## src/rtl/fifo_pkg.sv

```systemverilog
// Shared types and helpers for the synchronous programmable FIFO family.
// Status/error bundles carry the widest legal fill so one typedef serves every ADDR_WIDTH.
package fifo_pkg;

    // Widest fill field: ADDR_WIDTH up to 16 gives fill values 0..65536 (17 bits).
    localparam int unsigned FILL_MAX_W = 17;

    // Single definition of depth from address width.
    function automatic int unsigned fifo_depth(input int unsigned addr_width);
        return 32'd1 << addr_width;
    endfunction

    typedef struct packed {
        logic [FILL_MAX_W-1:0] fill;
        logic                  full;
        logic                  empty;
        logic                  almost_full;
        logic                  almost_empty;
    } fifo_status_t;

    typedef struct packed {
        logic overflow;
        logic underflow;
    } fifo_err_t;

    localparam fifo_status_t FIFO_STATUS_RST = '{
        fill:         {FILL_MAX_W{1'b0}},
        full:         1'b0,
        empty:        1'b1,
        almost_full:  1'b0,
        almost_empty: 1'b1
    };

    localparam fifo_err_t FIFO_ERR_RST = '{overflow: 1'b0, underflow: 1'b0};

endpackage

```

## src/rtl/fifo_sync_ram.sv

```systemverilog
// Storage array for fifo_sync_prog: synchronous write port and a read port
// that is either registered (REG_READ=1, read on i_re) or combinational.
module fifo_sync_ram
    import fifo_pkg::*;
#(
    parameter int DATA_WIDTH = 32,
    parameter int ADDR_WIDTH = 4,
    parameter bit REG_READ   = 1'b1
) (
    input  logic                  i_clk,
    input  logic                  i_rstn,
    input  logic                  i_we,
    input  logic [ADDR_WIDTH-1:0] i_waddr,
    input  logic [DATA_WIDTH-1:0] i_wdata,
    input  logic                  i_re,
    input  logic [ADDR_WIDTH-1:0] i_raddr,
    output logic [DATA_WIDTH-1:0] o_rdata
);

    localparam int unsigned DEPTH = fifo_depth(ADDR_WIDTH);

    logic [DATA_WIDTH-1:0] r_mem [0:DEPTH-1];

    // Write port: memory contents are intentionally not reset.
    always_ff @(posedge i_clk) begin
        if (i_we) begin
            r_mem[i_waddr] <= i_wdata;
        end
    end

    generate
        if (REG_READ) begin : g_reg_read
            logic [DATA_WIDTH-1:0] r_rdata;

            // Registered read: capture the addressed word on an accepted read, hold otherwise.
            always_ff @(posedge i_clk or negedge i_rstn) begin
                if (!i_rstn) begin
                    r_rdata <= {DATA_WIDTH{1'b0}};
                end else if (i_re) begin
                    r_rdata <= r_mem[i_raddr];
                end
            end

            assign o_rdata = r_rdata;
        end else begin : g_comb_read
            logic w_unused_rd;
            assign w_unused_rd = i_re ^ i_rstn;
            assign o_rdata     = r_mem[i_raddr];
        end
    endgenerate

endmodule

```

## src/rtl/fifo_sync_prog.sv

```systemverilog
// Single-clock FIFO with full-depth pointers, guarded accesses, programmable
// almost-full/almost-empty thresholds and sticky overflow/underflow flags.
// Define FIFO_SYNC_PROG_FWFT_EN for first-word-fall-through read data;
// otherwise read data is registered with a one-cycle o_rvalid strobe.
module fifo_sync_prog
    import fifo_pkg::*;
#(
    parameter int DATA_WIDTH = 32,
    parameter int ADDR_WIDTH = 4
) (
    input  logic                  i_clk,
    input  logic                  i_rstn,
    input  logic [DATA_WIDTH-1:0] i_data,
    input  logic                  i_wr,
    input  logic                  i_rd,
    output logic [DATA_WIDTH-1:0] o_data,
    output logic                  o_rvalid,
    input  logic [ADDR_WIDTH:0]   i_af_level,
    input  logic [ADDR_WIDTH:0]   i_ae_level,
    input  logic                  i_clr_err,
    output logic [ADDR_WIDTH:0]   o_fill,
    output logic                  o_full,
    output logic                  o_empty,
    output logic                  o_almost_full,
    output logic                  o_almost_empty,
    output logic                  o_overflow,
    output logic                  o_underflow
);

    localparam int unsigned   DEPTH     = fifo_depth(ADDR_WIDTH);
    localparam int            FW        = ADDR_WIDTH + 1;
    localparam logic [FW-1:0] FILL_FULL = FW'(DEPTH);
`ifdef FIFO_SYNC_PROG_FWFT_EN
    localparam bit            REG_READ  = 1'b0;
`else
    localparam bit            REG_READ  = 1'b1;
`endif

    logic [FW-1:0]         r_wptr;
    logic [FW-1:0]         r_rptr;
    fifo_status_t          r_status;
    fifo_status_t          w_status_next;
    fifo_err_t             r_err;
    fifo_err_t             w_err_next;
    logic                  w_wa;
    logic                  w_ra;
    logic [FW-1:0]         w_fill_cur;
    logic [FW-1:0]         w_fill_next;
    logic [DATA_WIDTH-1:0] w_rdata;

    assign w_fill_cur = r_status.fill[FW-1:0];
    assign w_wa       = i_wr & ~r_status.full;
    assign w_ra       = i_rd & ~r_status.empty;

    // Next occupancy and every flag derived from it, using the live thresholds.
    always_comb begin
        w_status_next              = FIFO_STATUS_RST;
        w_fill_next                = w_fill_cur + FW'(w_wa) - FW'(w_ra);
        w_status_next.fill         = FILL_MAX_W'(w_fill_next);
        w_status_next.full         = (w_fill_next == FILL_FULL);
        w_status_next.empty        = (w_fill_next == {FW{1'b0}});
        w_status_next.almost_full  = (w_fill_next >= i_af_level);
        w_status_next.almost_empty = (w_fill_next <= i_ae_level);
    end

    // Sticky error flags: a set event in the same cycle beats the clear.
    always_comb begin
        w_err_next = r_err;
        if (i_wr & r_status.full) begin
            w_err_next.overflow = 1'b1;
        end else if (i_clr_err) begin
            w_err_next.overflow = 1'b0;
        end else begin
            w_err_next.overflow = r_err.overflow;
        end
        if (i_rd & r_status.empty) begin
            w_err_next.underflow = 1'b1;
        end else if (i_clr_err) begin
            w_err_next.underflow = 1'b0;
        end else begin
            w_err_next.underflow = r_err.underflow;
        end
    end

    // Pointers, status and errors advance together so fill == wptr - rptr always holds.
    always_ff @(posedge i_clk or negedge i_rstn) begin
        if (!i_rstn) begin
            r_wptr   <= {FW{1'b0}};
            r_rptr   <= {FW{1'b0}};
            r_status <= FIFO_STATUS_RST;
            r_err    <= FIFO_ERR_RST;
        end else begin
            if (w_wa) begin
                r_wptr <= r_wptr + FW'(1);
            end
            if (w_ra) begin
                r_rptr <= r_rptr + FW'(1);
            end
            r_status <= w_status_next;
            r_err    <= w_err_next;
        end
    end

    fifo_sync_ram #(
        .DATA_WIDTH (DATA_WIDTH),
        .ADDR_WIDTH (ADDR_WIDTH),
        .REG_READ   (REG_READ)
    ) u_ram (
        .i_clk   (i_clk),
        .i_rstn  (i_rstn),
        .i_we    (w_wa),
        .i_waddr (r_wptr[ADDR_WIDTH-1:0]),
        .i_wdata (i_data),
        .i_re    (w_ra),
        .i_raddr (r_rptr[ADDR_WIDTH-1:0]),
        .o_rdata (w_rdata)
    );

`ifdef FIFO_SYNC_PROG_FWFT_EN
    assign o_rvalid = ~r_status.empty;
`else
    logic r_rvalid;

    // Valid strobe for the registered read data: high only in the cycle after an accepted read.
    always_ff @(posedge i_clk or negedge i_rstn) begin
        if (!i_rstn) begin
            r_rvalid <= 1'b0;
        end else begin
            r_rvalid <= w_ra;
        end
    end

    assign o_rvalid = r_rvalid;
`endif

    generate
        if (FILL_MAX_W > FW) begin : g_fill_hi
            logic w_unused_fill_hi;
            assign w_unused_fill_hi = ^r_status.fill[FILL_MAX_W-1:FW];
        end
    endgenerate

    assign o_data         = w_rdata;
    assign o_fill         = w_fill_cur;
    assign o_full         = r_status.full;
    assign o_empty        = r_status.empty;
    assign o_almost_full  = r_status.almost_full;
    assign o_almost_empty = r_status.almost_empty;
    assign o_overflow     = r_err.overflow;
    assign o_underflow    = r_err.underflow;

endmodule

```

## config.mk

```make
export PLATFORM = sky130hd
export DESIGN_NAME = fifo_sync_prog
export DESIGN_NICKNAME = d
export VERILOG_FILES = /design/src/rtl/fifo_pkg.sv /design/src/rtl/fifo_sync_ram.sv /design/src/rtl/fifo_sync_prog.sv
export SDC_FILE = /design/constraint.sdc
export NUM_CORES = 1
export LEC_CHECK = 0
export ABC_CLOCK_PERIOD_IN_PS = 4400
export BUFFER_PORTS_ARGS = -buffer_cell sky130_fd_sc_hd__buf_4
export CAP_MARGIN = 0
export CORE_ASPECT_RATIO = 1.1
export CORE_MARGIN = 2
export CORE_UTILIZATION = 40
export CTS_CLUSTER_DIAMETER = 200
export DETAILED_ROUTE_END_ITERATION = 8
export PLACE_DENSITY = 0.64
export SETUP_SLACK_MARGIN = 0.1
export SYNTH_ARGS = -nofsm -noshare
export SYNTH_HDL_FRONTEND = slang
export SYNTH_HIERARCHICAL = 1
export SYNTH_SLANG_ARGS = --single-unit
```

## constraint.sdc

```tcl
create_clock -name i_clk -period 4.4 [get_ports i_clk]
set_clock_uncertainty 0.2 [all_clocks]
set_input_delay 0.88 -clock i_clk [delete_from_list [all_inputs] [get_ports i_clk]]
set_output_delay 0.88 -clock i_clk [all_outputs]
set_load 0.05 [all_outputs]
```

==> Word level (Yosys, flattened, before mapping) <==
Memories as Yosys holds them, arrays and structs flattened. A register that Yosys moved wholly into a read port is not among the register bits.
Cells that the tools add are included.
{ "totals": {"ff_bits": 22, "mem_bits_rw": 512, "input_bits": 47, "output_inout_bits": 44, "wordCells": 33, "memories": 1} }
{ "memory_table": {"columns": ["name", "words", "word_bits", "rd", "rd_clocked_by_memory_dff", "write_ports", "line_no", "rtl"], "rows": [
  ["u_ram.r_mem", 16, 32, 1, 1, 1, "fifo_sync_ram.sv:22", "logic [DATA_WIDTH-1:0] r_mem [0:DEPTH-1];"]
]} }
{ "op_classes": {"n_addsub": 4, "magnitude_cmp": 2, "n_eq_ne": 1, "mux": 5, "bitwise": 6, "n_reduce_logical": 4} }
{ "op_table": {"columns": ["op", "n"], "rows": [
  ["$add 5x1->5 const B", 2],
  ["$add 5x1->5", 1],
  ["$eq 5x5->1 const B", 1],
  ["$ge 5x5->1", 1],
  ["$le 5x5->1", 1],
  ["$logic_not 5->1", 1],
  ["$mux 1", 5],
  ["$sub 5x1->5", 1],
  ["$and 1x1->1", 4],
  ["$reduce_bool 2->1", 2],
  ["$not 1->1", 2],
  ["$logic_not 1->1", 1]
]} }

==> Logic depth before layout (Yosys ltp) <==
Gate-level depths: netlist of the first run.
{ "logic_depth": {"word_depth": 5, "mapped_depth": 14, "depth_no_buf": 13} }

==> Hierarchy <==
The synthesis of the first run kept the hierarchy.
{ "by_module_without_submodules": {"columns": ["module", "n_inst", "cells_each", "area_per_inst_um2", "seq_area_each_um2"], "rows": [
  ["fifo_sync_ram", 1, 876, 20788.7, 16175.5],
  ["fifo_sync_prog", 1, 103, 1143.6, 503.0]
]} }

==> Worst setup path before layout of the first run <==
No wires, ideal clock.
{ "synth_timing": {"kind": "input to register", "startpoint": "input port i_wr", "endpoint": "memory u_ram.r_mem[0][0], enable pin", "setup_ns": 0.461, "arrival_time_ns": 3.982, "required_ns": 3.739, "path_slack_ns": -0.243, "stages": 4, "n_path_buf": 1, "cell_sequence": "nor2b_1 > clkbuf_1 > or3b_2 > nor3_1"} }
{ "synth_between": {"elab_chain_len": 3} }
{ "synth_lines": {"columns": ["element", "line_no", "rtl"], "rows": [
  ["from (decl)", "fifo_sync_prog.sv:14", "input logic i_wr,"],
  ["$and 1x1->1", "fifo_sync_prog.sv:52", "assign w_wa = i_wr & ~r_status.full;"],
  ["named net w_wa", "fifo_sync_prog.sv:45", "logic w_wa;"],
  ["$mux 1", "fifo_sync_ram.sv:26", "if (i_we) begin"],
  ["$mux 1 (not written as such)", "fifo_sync_ram.sv:27", "r_mem[i_waddr] <= i_wdata;"],
  ["to (decl)", "fifo_sync_ram.sv:22", null]
]} }
The timed path passes the listed nets, and every way through them passes these cells.

==> results of run 1 <==
## per-layer routing
layer  routed length [um]  vias to the layer above
li1                     -                     4370
met1                19300                     5475
met2                23200                      235
met3                 2260                       68
met4                 1020                        4
met5                   23                        -
## per-stage QoR
step | total power, mW | hold slack (ps) | std cells | instance area (um^2) | utilization
final | 17.7 | 213 | 1891 | 25500 | 0.469
after floorplan | 11.5 | 293 | 979 | 22000 | -
after CTS | 17.9 | 228 | 1891 | 25500 | 0.469
after global routing | 18.5 | 252 | 1891 | 25500 | 0.469
after detailed placement | 13.1 | 300 | 1789 | 23700 | 0.434
after global placement | 13.0 | 294 | 1789 | 23700 | 0.434
## registers in the layout, indices dropped and copies added, names as in the netlist
| signal | cells |
|---|---|
| r_wptr | 4 |
| o_empty | 1 |
| u_ram/o_rdata | 32 |
| o_fill | 5 |
| o_overflow | 1 |
| o_almost_empty | 1 |
| o_rvalid | 1 |
| o_underflow | 1 |
| u_ram/r_mem | 512 |
| o_almost_full | 1 |
| o_full | 1 |
| r_rptr | 4 |
## cell usage in the layout, fill, tap and decap left out, types with 10 or more instances in the layout
master / instances
ha_1: 15
mux4_2: 120
a221oi_2: 23
mux2i_1: 32
edfxtp_1: 512
inv_1: 15
o22ai_2: 10
nor2_1: 34
dfrtp_1: 47
clkbuf_8: 14
nor2_4: 12
buf_4: 114
clkbuf_1: 10
clkbuf_16: 55
buf_12: 12
o22ai_1: 22
## final timing paths
path	startpoint	end	slack [ps]	depth (start not counted)
worst max register to register	o_full$_DFF_PN0_	o_almost_full$_DFF_PN0_	1070	13
max in group asynchronous	i_rstn	r_rptr[2]$_DFFE_PN0P_	3120	1
worst min-delay path	i_rstn	u_ram/o_rdata[5]$_DFFE_PN0P_	210	1
worst min register to register	o_full$_DFF_PN0_	o_overflow$_DFFE_PN0P_	320	2
min in group i_clk	i_clr_err	o_overflow$_DFFE_PN0P_	300	2
worst max-delay path	o_full$_DFF_PN0_	o_almost_full$_DFF_PN0_	1070	13
## logic make-up after synthesis
family / Yosys count / synth area share
flops: 564 / 0.760
mux: 162 / 0.148
simple gates: 82 / 0.0183
compound gates: 77 / 0.0353
buf+inv: 68 / 0.0233
fa+ha+maj: 16 / 0.00947
xor+xnor: 10 / 0.00468
## final cells by class
type | count | area, um^2 | share of cell area
inverters | 16 | 60.1 | 0.00235
flip-flops and latches | 564 | 16700 | 0.653
multi-input cells | 347 | 4890 | 0.191
repair buffers | 126 | 1100 | 0.0429
well taps | 736 | 921 | 0.0361
clock inverters | 23 | 277 | 0.0108
clock buffers | 79 | 1610 | 0.0629
## power groups by stage
stage,Clock (mW),Sequential [mW],Combinational [mW]
after global placement,0,7.22,5.77
after global routing,5.12,7.21,6.16
after floorplan,0,7.67,3.81
final,4.82,7.13,5.74
after detailed placement,0,7.26,5.83
after CTS,4.93,7.15,5.84
==> results.sh, run 1 <==
export IMPL_rsz0062_at_grt="no"
export IMPL_syn_nets=1042
export IMPL_pin_count=91
export IMPL_yosysMostFrequentCell="edfxtp_1"
export IMPL_setup_tns_ps=0
export IMPL_clk_path_buf_depth=3
export IMPL_cts_resized=0
export IMPL_worst_slew_pin_slew_ps=1070
export IMPL_grt_pass1_vias=10800
export IMPL_gr_total_overflow=0
export IMPL_cts_max_level=2
export IMPL_p_leak_nw=8.44
export IMPL_min_period_ps=3330
export IMPL_initial_core_util=0.402
export IMPL_p_clk_frac=0.272
export IMPL_comb_power_share=0.325
export IMPL_ys_ff_latch=564
export IMPL_grt_use_total=0.165
export IMPL_cp_buffers_inverters=2
export IMPL_arrival_ps=3590
export IMPL_ant_nets=0
export IMPL_slew_violations=0
export IMPL_crit_family="adder cells"
export IMPL_synth_area_um2=21900
export IMPL_vias=10200
export IMPL_seq_power_share=0.403
export IMPL_synthFlopType="edfxtp_1"
export IMPL_vias_per_cell=5.37
export IMPL_cts_hold_fix_buffers=0
export IMPL_start_kind="flip-flop"
export IMPL_cts_setup_buffers=0
export IMPL_n_antenna_cell=0
export IMPL_synth_common_cells="edfxtp_1 (512), mux4_2 (120), dfrtp_1 (50), nor2_1 (46), mux2i_1 (32)"
export IMPL_nNetsFinal=1172
export IMPL_antenna_found_initial=2
export IMPL_setup_viol=0
export IMPL_port_buffer_count=90
export IMPL_grt_pass1_wl_um=68900
export IMPL_synth_top_area_share=0.701
export IMPL_wirelength_um=45900
export IMPL_nFillCells=4525
export IMPL_outcome="complete, no violations"
export IMPL_path_cells="nor2b_1, inv_1, ha_1, inv_1, ha_1, fa_1, a21o_2, a21oi_1, xnor2_1, ha_1, nor2b_1, a31oi_1, o211ai_1"
export IMPL_hold_viol=0
export IMPL_die_width_um=227
export IMPL_tritoncts="yes"
export IMPL_p_int_mw=11.9
export IMPL_drc=0
export IMPL_synth_largest_area_cell="edfxtp_1"
export IMPL_worst_path_largest_cell_delay_ps=400
export IMPL_crit_top_cell="ha_1"
export IMPL_dr_pass1_iters=5
export IMPL_die_area_um2=56700
export IMPL_swShare=0.325
export IMPL_detail_route_wl_per_cell_um=24.3
export IMPL_grt_max_degree=55
export IMPL_top_usage_layer="met2"
export IMPL_synth_area_leaders="edfxtp_1 (70%), mux4_2 (12%), dfrtp_1 (5.7%)"
export IMPL_cts_sink_count=564
export IMPL_crit_fanout=5
export IMPL_dp_final_hpwl_um=25800
export IMPL_drv_cap=0
export IMPL_crit_required_ps=4660
export IMPL_die_y_um=250
export IMPL_synthToLayoutAreaGrowth_pct=16.4
export IMPL_clock_latency_ps=590
export IMPL_use_met2=0.278
export IMPL_drive_above_1_share=0.352
export IMPL_path_class="flip-flop to flip-flop"
export IMPL_synth_distinct_cells=54
export IMPL_rows=90
export IMPL_met1_usage=0.220
export IMPL_synthArstFlopShare=0.0922
export IMPL_worst_path_max_delay_cell="fa_1"
export IMPL_powerDensity_nw_per_um2=693
export IMPL_clockRootBuffer="clkbuf_16"
export IMPL_p_sw_mw=5.75
export IMPL_clk_pin_slew_ps=60
export IMPL_dp_slack_ps=513
export IMPL_fmax_mhz=301
export IMPL_ys_warn_count=6
export IMPL_core_area_um2=54500
export IMPL_fin_crit_sh=0.756
export IMPL_cp_end_kind="flip-flop"
export IMPL_met3_usage=0.0296
export IMPL_syn_inst=979
export IMPL_numCtsBuffers=54
export IMPL_slew_headroom=0.289
export IMPL_drt_iter0_drc=759
export IMPL_synth_avg_cell_area_um2=22.4
export IMPL_worst_slack_ps=1070
export IMPL_synth_seq_area_share=0.760
export IMPL_synth_edf_count=512
export IMPL_gp_congestion=0.754
export IMPL_worstHoldPathType="primary input to async pin"
export IMPL_ir_drop_v=0.000333
(Power assumes the default switching activity.)
==> run 2: changes to the inputs <==
ABC_CLOCK_PERIOD_IN_PS = 3390   (was 4400)
PLACE_DENSITY = 0.62   (was 0.64)
clock period = 3.39 ns   (was 4.4 ns; I/O delays follow)
==> results.sh, run 2 (same netlist as run 1, synthesis figures left out) <==
export IMPL_rows=90
export IMPL_grt_use_total=0.165
export IMPL_final_common_cell="edfxtp_1"
export IMPL_dp_final_hpwl_um=25200
export IMPL_outcome="complete, no violations"
export IMPL_cp_end_kind="flip-flop"
export IMPL_cts_resized=0
export IMPL_vias=10300
export IMPL_cts_sink_count=564
export IMPL_drive_above_1_share=0.348
export IMPL_cts_hold_fix_buffers=0
export IMPL_slew_headroom=0.307
export IMPL_gr_total_overflow=0
export IMPL_port_buffer_count=90
export IMPL_ir_drop_v=0.000380
export IMPL_drc=0
export IMPL_utilization=0.469
export IMPL_core_area_um2=54500
export IMPL_die_width_um=227
export IMPL_clk_pin_slew_ps=60
export IMPL_start_kind="flip-flop"
export IMPL_drv_cap=0
export IMPL_hold_viol=0
export IMPL_detail_route_wl_per_cell_um=24.2
export IMPL_numCtsBuffers=55
export IMPL_worst_slew_pin_slew_ps=1040
export IMPL_slew_violations=0
export IMPL_clock_latency_ps=600
export IMPL_cts_setup_buffers=0
export IMPL_design_power_total_mw=22.9
export IMPL_largest_reg_flops=512
export IMPL_clk_path_buf_depth=3
export IMPL_vias_per_cell=5.40
export IMPL_die_area_um2=56700
export IMPL_setup_viol=0
export IMPL_p_leak_nw=8.45
export IMPL_crit_required_ps=3660
export IMPL_finalInstanceArea_um2=25600
export IMPL_pin_count=91
export IMPL_grt_pass1_vias=10900
export IMPL_drt_iter0_drc=840
export IMPL_place_area_um2=23800
export IMPL_cts_max_level=2
export IMPL_nFillCells=4515
export IMPL_fin_crit_sh=0.878
export IMPL_nNetsFinal=1180
export IMPL_grt_pass1_wl_um=68900
export IMPL_powerDensity_nw_per_um2=898
export IMPL_die_y_um=250
export IMPL_ant_nets=0
export IMPL_crit_fanout=3
export IMPL_antenna_found_initial=2
export IMPL_fmax_mhz=336
export IMPL_wirelength_um=45900
export IMPL_path_class="flip-flop to flip-flop"
export IMPL_gp_congestion=0.752
export IMPL_synthToLayoutAreaGrowth_pct=16.5
export IMPL_fin_hold_ws_ps=7.36
export IMPL_final_cell_mix="edfxtp_1 (512), mux4_2 (120), buf_4 (117), clkbuf_16 (57), dfrtp_1 (47)"
export IMPL_setup_tns_ps=0
export IMPL_initial_core_util=0.402
export IMPL_arrival_ps=3240
export IMPL_rsz0062_at_grt="no"
export IMPL_clockRootBuffer="clkbuf_16"
export IMPL_grt_max_degree=71
export IMPL_tritoncts="yes"
export IMPL_top_register="u_ram/r_mem"
export IMPL_min_period_ps=2980
export IMPL_worstHoldPathType="primary input to async pin"
export IMPL_dr_pass1_iters=5
run 2: changes by cell type in the layout (fill, tap and decap cells not counted), moves of 2 or more:
cell,delta
buf_12,+4
buf_4,+3
clkbuf_1,+10
clkbuf_16,+2
clkbuf_8,-9
clkinv_1,+3
clkinv_4,+2
inv_6,-4
run 2: area by class of cell:
class	instances	area (um^2)	area share
antenna	1	2.50	0.0000979
clock buffer	82	1570	0.0614
clock inverter	21	213	0.00832
inverter	16	60.1	0.00235
multi-input combinational	347	4900	0.192
sequential	564	16700	0.653
tap	736	921	0.0360
timing repair buffer	133	1200	0.0469
run 2: routing by layer:
| metal | track usage | wire length, um | vias up |
|---|---|---|---|
| li1 | - | - | 4394 |
| met1 | 0.217 | 19200 | 5556 |
| met2 | 0.285 | 23500 | 247 |
| met3 | 0.0243 | 2250 | 68 |
| met4 | 0.0467 | 947 | 2 |
| met5 | 0 | 10 | - |
run 2: path summary, 6_finish.rpt:
check | startpoint | end | slack, ps | depth (start not counted)
setup / recovery | o_full$_DFF_PN0_ | o_almost_full$_DFF_PN0_ | 410 | 13
hold / removal | i_rstn | u_ram/o_rdata[4]$_DFFE_PN0P_ | 7 | 1
setup reg to reg | o_full$_DFF_PN0_ | o_almost_full$_DFF_PN0_ | 410 | 13
hold reg to reg | o_full$_DFF_PN0_ | o_overflow$_DFFE_PN0P_ | 340 | 2
max in group asynchronous | i_rstn | r_rptr[0]$_DFFE_PN0P_ | 2310 | 1
min in group i_clk | i_clr_err | o_underflow$_DFFE_PN0P_ | 90 | 2
run 2: power by group:
| group | internal, mW | switching, mW |
|---|---|---|
| sequential | 8.63 | 0.657 |
| combinational | 3.37 | 4.28 |
| clock | 3.50 | 2.51 |
run 2: per-stage QoR:
stage | worst slack [ps] | std cells
after floorplan | -89.9 | 979
after global placement | 46.6 | 1796
after detailed placement | 14.2 | 1796
after CTS | 394 | 1899
after global routing | 199 | 1900
final | 413 | 1900
run 2: worst max-delay path, cell delays in order, from the launching register on:
cell	delay (ps)
dfrtp_1	390
nor2b_1	170
inv_1	60
ha_1	270
inv_1	40
ha_2	180
fa_2	360
a21o_2	200
a21oi_2	150
xnor2_2	160
ha_1	280
nor2b_1	140
a31oi_1	140
o211ai_1	100
